$ cat src/rtl/dequant_stream.sv
// -----------------------------------------------------------------------------
// dequant_stream
// Streaming dequantizer: turns quantized bytes (signed INT8, or two packed
// signed INT4 nibbles) into signed OUT_W-bit values by an arithmetic left
// shift, saturating to the OUT_W range and counting saturated outputs.
//
// Configuration macro: DEQUANT_STREAM_INT4_EN
//   defined   -> packed INT4 unpacking, NIB_HI state and nibble store present
//   undefined -> mode is ignored, every byte is INT8, FSM stays in NIB_LO
//
// Ports
//   clk, rst          single clock, asynchronous active-high reset
//   mode              0 = INT8, 1 = packed INT4 (sampled per accepted byte)
//   shift[4:0]        left-shift amount, sampled on every output load
//   s_valid/s_ready   input byte handshake; s_data byte, s_last end of tensor
//   m_valid/m_ready   output value handshake; m_data value, m_last end of tensor
//   sat_clr           synchronous clear of sat_cnt (wins over an increment)
//   sat_cnt           saturated-output counter, sticks at all-ones
// -----------------------------------------------------------------------------
module dequant_stream #(
   parameter int OUT_W = 16,
   parameter int CNT_W = 16
) (
   input  logic             clk,
   input  logic             rst,
   input  logic             mode,
   input  logic [4:0]       shift,
   input  logic             s_valid,
   output logic             s_ready,
   input  logic [7:0]       s_data,
   input  logic             s_last,
   output logic             m_valid,
   input  logic             m_ready,
   output logic [OUT_W-1:0] m_data,
   output logic             m_last,
   input  logic             sat_clr,
   output logic [CNT_W-1:0] sat_cnt
);

`ifdef DEQUANT_STREAM_INT4_EN
   localparam logic INT4_EN = 1'b1;
`else
   localparam logic INT4_EN = 1'b0;
`endif

   // 8-bit value shifted by up to 31 needs 39 bits; OUT_W+32 always covers it
   localparam int WIDE_W = OUT_W + 32;

   typedef enum logic [0:0] {
      NIB_LO = 1'b0,
      NIB_HI = 1'b1
   } nib_state_t;

   nib_state_t       state_r;
   nib_state_t       state_nxt_s;
   logic             mode_q_r;
   logic             adv_s;
   logic             byte_int4_s;
   logic             load_s;
   logic [7:0]       q_s;
   logic             last_s;
   logic [OUT_W:0]   res_s;
   logic [3:0]       hi_nib_s;
   logic             hi_last_s;

   // Sign-extend a 4-bit nibble to an 8-bit quantized value
   function automatic logic [7:0] sext4(input logic [3:0] n);
      return {{4{n[3]}}, n};
   endfunction

   // Shift and saturate; result is {saturated_flag, value[OUT_W-1:0]}
   function automatic logic [OUT_W:0] dequant_sat(input logic [7:0] q,
                                                  input logic [4:0] sh);
      logic signed [WIDE_W-1:0] wide_v;
      logic signed [WIDE_W-1:0] max_v;
      logic signed [WIDE_W-1:0] min_v;
      logic [OUT_W:0]           res_v;
      wide_v = $signed({{(WIDE_W-8){q[7]}}, q}) <<< sh;
      max_v  = $signed({{(WIDE_W-OUT_W+1){1'b0}}, {(OUT_W-1){1'b1}}});
      min_v  = $signed({{(WIDE_W-OUT_W+1){1'b1}}, {(OUT_W-1){1'b0}}});
      if (wide_v > max_v) begin
         res_v = {1'b1, 1'b0, {(OUT_W-1){1'b1}}};
      end else if (wide_v < min_v) begin
         res_v = {1'b1, 1'b1, {(OUT_W-1){1'b0}}};
      end else begin
         res_v = {1'b0, wide_v[OUT_W-1:0]};
      end
      return res_v;
   endfunction

   assign adv_s       = !m_valid || m_ready;
   assign byte_int4_s = INT4_EN & mode;
   assign res_s       = dequant_sat(q_s, shift);

   // FSM state register
   always_ff @(posedge clk or posedge rst) begin
      if (rst) begin
         state_r <= NIB_LO;
      end else begin
         state_r <= state_nxt_s;
      end
   end

   // FSM next-state logic
   always_comb begin
      state_nxt_s = NIB_LO;
      case (state_r)
         NIB_LO: begin
            if (s_valid && adv_s && byte_int4_s) begin
               state_nxt_s = NIB_HI;
            end else begin
               state_nxt_s = NIB_LO;
            end
         end
         NIB_HI: begin
            // A non-INT4 latched mode here cannot occur; fall back to NIB_LO
            if (adv_s || !mode_q_r) begin
               state_nxt_s = NIB_LO;
            end else begin
               state_nxt_s = NIB_HI;
            end
         end
         default: begin
            state_nxt_s = NIB_LO;
         end
      endcase
   end

   // FSM outputs: input handshake and selection of the value to load
   always_comb begin
      s_ready = 1'b0;
      load_s  = 1'b0;
      q_s     = 8'd0;
      last_s  = 1'b0;
      case (state_r)
         NIB_LO: begin
            s_ready = adv_s;
            if (s_valid && adv_s) begin
               load_s = 1'b1;
               if (byte_int4_s) begin
                  q_s    = sext4(s_data[3:0]);
                  last_s = 1'b0;
               end else begin
                  q_s    = s_data;
                  last_s = s_last;
               end
            end else begin
               load_s = 1'b0;
            end
         end
         NIB_HI: begin
            s_ready = 1'b0;
            if (adv_s && mode_q_r) begin
               load_s = 1'b1;
               q_s    = sext4(hi_nib_s);
               last_s = hi_last_s;
            end else begin
               load_s = 1'b0;
            end
         end
         default: begin
            s_ready = 1'b0;
            load_s  = 1'b0;
         end
      endcase
   end

   // Mode of the byte currently being unpacked
   always_ff @(posedge clk or posedge rst) begin
      if (rst) begin
         mode_q_r <= 1'b0;
      end else if (s_valid && s_ready) begin
         mode_q_r <= mode;
      end
   end

`ifdef DEQUANT_STREAM_INT4_EN
   logic [3:0] hi_nib_r;
   logic       hi_last_r;

   // High nibble and last flag held until the low nibble has been emitted
   always_ff @(posedge clk or posedge rst) begin
      if (rst) begin
         hi_nib_r  <= 4'd0;
         hi_last_r <= 1'b0;
      end else if ((state_r == NIB_LO) && s_valid && adv_s && byte_int4_s) begin
         hi_nib_r  <= s_data[7:4];
         hi_last_r <= s_last;
      end
   end

   assign hi_nib_s  = hi_nib_r;
   assign hi_last_s = hi_last_r;
`else
   assign hi_nib_s  = 4'd0;
   assign hi_last_s = 1'b0;
`endif

   // Output register: loads only when the downstream slot is free
   always_ff @(posedge clk or posedge rst) begin
      if (rst) begin
         m_valid <= 1'b0;
         m_data  <= {OUT_W{1'b0}};
         m_last  <= 1'b0;
      end else if (adv_s) begin
         m_valid <= load_s;
         if (load_s) begin
            m_data <= res_s[OUT_W-1:0];
            m_last <= last_s;
         end
      end
   end

   // Saturation event counter; clear beats increment, stops at all-ones
   always_ff @(posedge clk or posedge rst) begin
      if (rst) begin
         sat_cnt <= {CNT_W{1'b0}};
      end else if (sat_clr) begin
         sat_cnt <= {CNT_W{1'b0}};
      end else if (load_s && res_s[OUT_W] && (sat_cnt != {CNT_W{1'b1}})) begin
         sat_cnt <= sat_cnt + {{(CNT_W-1){1'b0}}, 1'b1};
      end
   end

endmodule
$ cat config.mk
export PLATFORM = sky130hd
export DESIGN_NAME = dequant_stream
export DESIGN_NICKNAME = d
export VERILOG_FILES = /design/src/rtl/dequant_stream.sv
export SDC_FILE = /design/constraint.sdc
export NUM_CORES = 1
export LEC_CHECK = 0
export BUFFER_PORTS_ARGS = -buffer_cell sky130_fd_sc_hd__buf_4
export CORE_UTILIZATION = 52
export CTS_BUF_LIST = sky130_fd_sc_hd__clkbuf_4 sky130_fd_sc_hd__clkbuf_8
export DETAILED_ROUTE_END_ITERATION = 12
export GPL_TIMING_DRIVEN = 0
export PLACE_DENSITY = 0.8
export RECOVER_POWER = 25
export SLEW_MARGIN = 20
export SYNTH_ARGS = -nofsm -noshare
export SYNTH_HDL_FRONTEND = slang
export SYNTH_SLANG_ARGS = --single-unit
$ cat constraint.sdc
create_clock -name clk -period 2.3 [get_ports clk]
set_input_delay 0.345 -clock clk [delete_from_list [all_inputs] [get_ports clk]]
set_output_delay 0.345 -clock clk [all_outputs]
set_load 0.05 [all_outputs]
==> results.txt, run 1 <==
The run finished, with violations left. The number of nets still failing antenna checks after routing is 0. The tree built by TritonCTS fans out to 36 sinks. The clock insertion delay at the later pin of the skew report came out at between 0.2 and 0.3 ns. The overall fraction of global-route tracks in use came out at 33.9%. The netlist area before placement is about 2700 µm². The number of top-level design ports is 55. In this run the worst path has a maximum fanout of 6.

The class of the most critical hold timing path is in2reg. The filler cell count is 260. The top cell type's share of synthesized area is ~33%. The initial antenna violation count is 0. The total clock buffers created by CTS is 5.

After synthesis, the cell types taking the most area are sky130_fd_sc_hd__dfrtp_1 33%, sky130_fd_sc_hd__mux4_2 5.0%, sky130_fd_sc_hd__a21oi_1 4.6%, sky130_fd_sc_hd__a221o_1 4.5%, sky130_fd_sc_hd__nand2_1 3.6%. The design area came out at roughly 4000 µm². The initial core utilization came out at 55.5%. The floorplan step set the die width to ~74 µm. Setup repair after global routing could not meet its margin everywhere. The growth of design area from synthesis to finish is 52.7%.

The most common cell in the synthesized netlist is sky130_fd_sc_hd__dfrtp_1. The worst setup path is of the in2reg kind. The total die area came out at ~5500 µm². The longest clock path from root to sink contains 2 buffers. After detailed routing, the number of remaining DRC violations is 0.

The data required time of the worst path came out at around 2.5 ns. A synthesized cell averages 9.12 µm². The number of enable-type register cells in the synthesized netlist came out at 0. The transition time of the tightest slew-check pin is 1.40 ns.

The max-slew violation total from the final report is 0. The pin count of the biggest net entering global routing came out at 37. The detailed router placed between 3000 and 4000 vias in this run. The number of unique standard cell types used by synthesis came out at 61. The setup slack after layout came out at -0.517 ns. During synthesis, Yosys emitted a total of 0 warnings. The upper clock frequency limit is around 0.35 GHz. The final setup violation count is 31. Row generation in the floorplan step produced 25 rows.

The time the final worst path needs with I/O delays and setup is approximately 2.8 ns. The register clock-pin slew on the reported worst setup and hold paths came out at approximately 0.080 ns. The worst hold slack after final layout came out at roughly 0.24 ns.

The commonest cells after synthesis are 36 x sky130_fd_sc_hd__dfrtp_1, 26 x sky130_fd_sc_hd__nand2_1, 25 x sky130_fd_sc_hd__a21oi_1. The post-detailed-placement cell area is roughly 3200 µm². The area of the core is between 4000 and 5000 µm². The post-synthesis net count is around 320. The number of H-tree levels came out at 2.

The via-per-instance ratio is around 7.0. The final reports fail on negative setup slack. The hold buffer count at cts is 0. The final number of hold-violating endpoints is 0. The total global routing overflow came out at 0. Synthesis inferred 36 register bits. The highest ir drop seen on vdd is approximately 0.38 mV. The sequential fraction of the synthesis area came out at approximately a third.

Before antenna repair, the detailed router went through 7 iterations. The mean routed wirelength per cell is about 22 µm. For this block, the routed nets add up to just over 10000 µm of wire. The standby leakage power came out at around 1.7 nW. The most critical setup path has its startpoint at s_data[1]. The share of the clock period used by the worst path after layout came out at 122%. The total negative setup slack is -13.74 ns. The largest area contributor in the netlist is sky130_fd_sc_hd__dfrtp_1. In the synthesized netlist the dominant register cell turns out to be sky130_fd_sc_hd__dfrtp_1.

The fraction of final layout cells sized beyond drive strength 1 is 48.6%. The headroom to the max-slew limit is 6.79%. The number of I/O port buffers is 51. Total power for the finished layout comes to roughly 2.2 mW. The buffer type at the clock tree root is sky130_fd_sc_hd__clkbuf_8. The final layout contains about 400 nets.

The first-pass GRT wire length came out at approximately 14000 µm. Clock skew on the completed layout was measured at about 0.0087 ns. The startpoint identified for the worst register-to-register timing path is sat_cnt[6]. The CTS tree is done. The share of async-settable or async-resettable flops after synthesis is 100%. The max-capacitance violation count is 0. The cell count after synthesis is a little under 300. The number of antenna diodes in the final layout is 0. STA puts the critical path data arrival time at 3.02 ns.

For this design the ratio of total power to cell area is 529 nW/µm². Once detailed placement completed, the half-perimeter wirelength came to 5910 µm. The startpoint identified for the worst hold timing path is mode. STA classifies the critical path startpoint as an input pin. The sort of element at the end of the critical path is a flop. The overall die height is around 74 µm. The number of global-route vias before repair came out at about 2800.

The routability congestion estimate from global placement is between 1 and 1.5. The starting DRC count in detailed routing is around 410.
==> cells in the final DEF, fill, tap and decap left out, drive strengths merged, types with 3 or more instances in the layout <==
master / instances
buf: 99
dfrtp: 36
nand2: 26
a21oi: 25
nor2: 19
clkbuf: 19
a221o: 12
o31ai: 12
nand3: 11
or4: 10
o21ai: 10
inv: 8
mux2: 8
mux4: 6
o211ai: 6
mux2i: 6
nand4: 5
and3: 5
nand2b: 5
nor2b: 5
o41ai: 5
nor3: 4
a21o: 3
or4b: 3
==> registers in the layout (all words and copies together) (netlist names) <==
register / cells
mode_q_r: 1
m_last: 1
sat_cnt: 16
m_data: 16
state_r: 1
m_valid: 1
==> per-layer routing <==
layer / track usage [%] / up-vias / share of wire [%]
li1: - / 1346 / -
met1: 47.5 / 1537 / 40
met2: 50.7 / 245 / 46
met3: 7.59 / 64 / 9.5
met4: 13.9 / 0 / 4.7
met5: 0 / - / 0
==> metrics by stage <==
stage,util (%),cells,setup slack (ns)
3_3_place_gp,65.6,413,-1.02
2_1_floorplan,-,295,-0.413
4_1_cts,76.7,439,-0.393
5_1_grt,84.8,458,-0.507
3_5_place_dp,65.6,413,-0.982
6_report,84.8,458,-0.517
==> path summary, 6_finish.rpt <==
kind	slack, ns	endpoint	cells past startpoint
setup / recovery	-0.52	sat_cnt[15]	11
hold / removal	0.24	mode_q_r	3
setup reg to reg	-0.36	sat_cnt[15]	9
hold reg to reg	0.48	mode_q_r	2
max in group asynchronous	0.92	sat_cnt[6]	2
min in group asynchronous	0.46	m_data[7]	2
==> where the power goes <==
part	total [mW]	switching (mW)	internal [mW]
clock	0.463	0.227	0.236
combinational	0.996	0.583	0.413
sequential	0.717	0.0341	0.682
==> cell families (layout without fill, tap and decap cells) <==
kind of cell,after synthesis,after routing,share of synthesized area (%)
and+or+nand+nor,109,109,22.3
DFF,36,36,33.5
AOI/OAI and AO/OA,96,96,26.3
adders and majority gates,1,1,0.465
buffers and inverters,32,128,6.32
xor gates and xnor gates,1,1,0.325
muxes,20,20,10.9
==> critical path, cell delays in order <==
cell                       delay, ns
sky130_fd_sc_hd__buf_4          0.14
sky130_fd_sc_hd__mux4_2         0.53
sky130_fd_sc_hd__o21a_1         0.26
sky130_fd_sc_hd__o311ai_2       0.29
sky130_fd_sc_hd__nand4_1        0.23
sky130_fd_sc_hd__nor4bb_4       0.43
sky130_fd_sc_hd__and3_4         0.27
sky130_fd_sc_hd__buf_8          0.14
sky130_fd_sc_hd__buf_8          0.13
sky130_fd_sc_hd__o31ai_2        0.07
sky130_fd_sc_hd__a21oi_1        0.18
==> layout make-up <==
type / count / area [µm²] / share of cell area (%)
Multi-Input combinational cell: 227 / 2030 / 49.5
Sequential cell: 36 / 902 / 21.9
Timing Repair Buffer: 89 / 756 / 18.4
Buffer: 22 / 211 / 5.14
Clock buffer: 7 / 83.8 / 2.04
Tap cell: 67 / 83.8 / 2.04
Inverter: 9 / 35.0 / 0.852
Clock inverter: 1 / 5.00 / 0.122
==> what timing repair did <==
item	in CTS	in global routing
gates resized for setup	65	53
endpoints found under the setup margin	31	31
buffers inserted	15	20
cloned	3	1
pin swaps	21	28
No activity file was read; power rests on OpenSTA's default activity.
==> run 2: changes to the inputs <==
--- a/config.mk
+++ b/config.mk
@@ -6,11 +6,12 @@
 export NUM_CORES = 1
 export LEC_CHECK = 0
 export BUFFER_PORTS_ARGS = -buffer_cell sky130_fd_sc_hd__buf_4
-export CORE_UTILIZATION = 52
+export CORE_UTILIZATION = 55
 export CTS_BUF_LIST = sky130_fd_sc_hd__clkbuf_4 sky130_fd_sc_hd__clkbuf_8
 export DETAILED_ROUTE_END_ITERATION = 12
 export GPL_TIMING_DRIVEN = 0
-export PLACE_DENSITY = 0.8
+export MAX_ROUTING_LAYER = met4
+export PLACE_DENSITY = 0.81
 export RECOVER_POWER = 25
 export SLEW_MARGIN = 20
 export SYNTH_ARGS = -nofsm -noshare
==> constraint.sdc (replaced) <==
create_clock -name clk -period 3.3 [get_ports clk]
set_input_delay 0.495 -clock clk [delete_from_list [all_inputs] [get_ports clk]]
set_output_delay 0.495 -clock clk [all_outputs]
set_load 0.05 [all_outputs]
==> run 2 against run 1 <==
The flow now finishes without violations. Die area fell by 5.3%. Non-clock buffer count decreased by 37. Clock-buffer cell count fell by 1. Register-to-register slack improved by 0.60 ns. Utilization is 16 points lower. Power fell by 41%. Sequential cell count did not move.
==> results.txt, run 2 (synthesis results as in run 1) <==
The flow ran to the end, and the final reports show no timing, DRC or antenna violations. Setup repair after global routing left no endpoint under its margin. The delay of the slowest cell on the worst path came out at around 0.48 ns. The headroom to the max-slew limit came out at between 10% and 20%. The number of antenna diodes in the final layout is 0.

The total die area came out at between 5000 and 6000 µm². In this run the deepest clock path goes through 2 buffers. The number of nets still failing antenna checks after routing is 0. The worst hold slack after final layout is slightly above 0.4 ns.

The growth of design area from synthesis to finish came out at 20.6%. The first routing iteration left ~250 violations. The portion of total power attributed to combinational logic came out at a little under two fifths. The first-pass GRT wire length is 12300 µm. The final setup violation count is 0. The net switching power figure came out at about 0.49 mW. The via-per-instance ratio is around 6.4.

The critical path goes through buf_4 -> clkbuf_1 -> nor2b_1 -> a21o_1 -> a41oi_1 -> a311oi_1 -> a31o_2 -> buf_2 -> clkbuf_1 -> o31ai_1 -> a21oi_1. The peak fanout along the critical path came out at 10. The post-DP HPWL is 5550 µm.

The mean routed wirelength per cell came out at about 18 µm. The total clock buffers created by CTS came out at 5. The largest registers in the layout are m_data (16), sat_cnt (16). The overall fraction of global-route tracks in use is 31.3%. Counting I/O delays and the setup requirement, the final critical path takes 3.08 ns. The overall die height is 72.0 µm. The clock drives 36 sinks. The origin of the worst setup path is s_data[7].

The register clock-pin slew on the reported worst setup and hold paths came out at ~0.070 ns. The fraction of final layout cells sized beyond drive strength 1 is between 20% and 30%. The post-route total power came out at between 1 and 1.5 mW.

The cell type with the highest occurrence count on the critical path is sky130_fd_sc_hd__clkbuf_1. The kind of cell with the highest combined delay along the critical path is compound AO/OA/AOI/OAI gates. The worst path arrival time is about 3.3 ns. After detailed routing, the total wire length is around 7500 µm. The worst setup path is captured at a flop. The pin count of the biggest net entering global routing is 37. The tool flagged a number of max-cap violations equal to 0. The proportion of total power due to net switching is about two fifths. Measured on the finished design, the core utilization comes to approximately 69%. The sum of buffers and inverters on the critical path came out at 4. The setup fix buffers added after clock tree synthesis came out at 0.

The power density relative to cell area came out at a little under 400 nW/µm². The max-slew violation total from the final report came to 0. The number of H-tree levels is 2. The final number of hold-violating endpoints came out at 0. Leaving out fill and tap cells, the most frequent cell in the layout is sky130_fd_sc_hd__buf_4. STA classifies the critical path startpoint as an input pin. The setup path with the least slack is of type in2reg. The initial core utilization came out at between 50% and 60%.

The number of placement rows came out at 25. The root buffer cell chosen for the clock tree is sky130_fd_sc_hd__clkbuf_8. The highest ir drop seen on vdd is 0.243 mV. Sequential cells burn about two fifths of the power. The library cells used most frequently in the layout, excluding fill and tap cells, are 50 x sky130_fd_sc_hd__buf_4, 36 x sky130_fd_sc_hd__dfrtp_1, 26 x sky130_fd_sc_hd__nand2_1, 25 x sky130_fd_sc_hd__a21oi_1, 18 x sky130_fd_sc_hd__nor2_1.

The cell count of the worst reg-to-reg path came out at 10. The cell count of the worst hold path is 3. The upper clock frequency limit came out at 0.325 GHz. The slowest stage of the critical path is the sky130_fd_sc_hd__nor2b_1 cell. During I/O placement, the number of pins put on the boundary was 55. The post-detailed-route DRC marker count came out at 0. After routing, the total negative slack on setup checks comes to 0 ns.

The number of global-route vias before repair came out at 2428. The number of iterations in the first detailed-routing pass came out at 4. The total stage count of the critical path is 11.

Data on the critical path is required at its endpoint by between 3 and 4 ns. The worst register-to-register path begins at state_r. The routed via count came out at ~2700. The transition time of the tightest slew-check pin came out at approximately 1.3 ns. The count of non-filler cells in the finished layout came out at 420. The class of the most critical hold timing path is in2reg.

The capturing point of the worst reg2reg path is sat_cnt[4]. The number of nets in the final layout is between 300 and 400. The number of cells in the design after placement came out at 413. The total global routing overflow came out at 0. The clock power share is between 20% and 30%. The clock insertion delay at the later pin of the skew report came out at approximately 0.30 ns. The worst reg-to-reg setup slack came out at about 0.24 ns. The initial antenna violation count is 0. The share of the clock period used by the worst path after layout is a little over 90%. The critical path ends at sat_cnt[4]. TritonCTS built the clock tree. The congestion estimate from routability-driven global placement came to between 1 and 1.5. The standby leakage power is about 1.3 nW. The width of the die came out at between 70 and 80 µm.

The number of I/O port buffers came out at about 50. The area of the core is ~4700 µm². The final setup skew came out at a little under 0.009 ns. The total internal power came out at 0.792 mW.
[run 2: final cells by class]
cell class / count / area, µm²
Buffer: 23 / 136
Inverter: 9 / 33.8
Fill cell: 416 / 1480
Multi-Input combinational cell: 227 / 1630
Sequential cell: 36 / 901
Clock buffer: 6 / 76.3
Clock inverter: 1 / 5.00
Timing Repair Buffer: 51 / 383
Tap cell: 67 / 83.8
[run 2: tightest hold or removal path, stage by stage]
cell and delay (ns):
sky130_fd_sc_hd__buf_4 0.08, sky130_fd_sc_hd__nand2_1 0.04, sky130_fd_sc_hd__nand2_1 0.05
[run 2: how the worst min path moves through the flow]
stage               startpoint          end  slack [ns]
global route            s_last       m_last        0.42
finish                    mode     mode_q_r        0.40
global placement      mode_q_r     mode_q_r        0.47
floorplan             mode_q_r     mode_q_r        0.45
CTS                        rst  sat_cnt[11]        0.36
detailed placement  m_data[11]   m_data[11]        0.48
[run 2: repair_timing]
item                                    in CTS  in global routing
hold buffers                                 0                  0
gates resized for setup                      0                  1
endpoints found under the hold margin        0                  0
endpoints found under the setup margin       0                 10
[run 2: metrics by stage]
step | area [µm²] | worst slack (ns)
6_report | 3250 | 0.220
5_1_grt | 3250 | 0.0629
3_3_place_gp | 3160 | -0.0693
2_1_floorplan | 2690 | 0.362
4_1_cts | 3240 | 0.231
3_5_place_dp | 3160 | -0.0454
[run 2: per-layer routing]
metal | track usage, % | vias up | share of wire, %
met1 | 46.2 | 1278 | 47
met3 | 6.39 | 14 | 7.8
met4 | 8.93 | 0 | 1.6
li1 | - | 1270 | -
met5 | - | - | 0
met2 | 43.3 | 134 | 44
[run 2: power by group through the flow]
stage	clock [mW]	sequential (mW)	combinational (mW)
3_5_place_dp	0	0.505	0.474
5_1_grt	0.334	0.501	0.509
3_3_place_gp	0	0.505	0.470
6_report	0.309	0.497	0.481
4_1_cts	0.313	0.497	0.475
2_1_floorplan	0	0.620	0.218
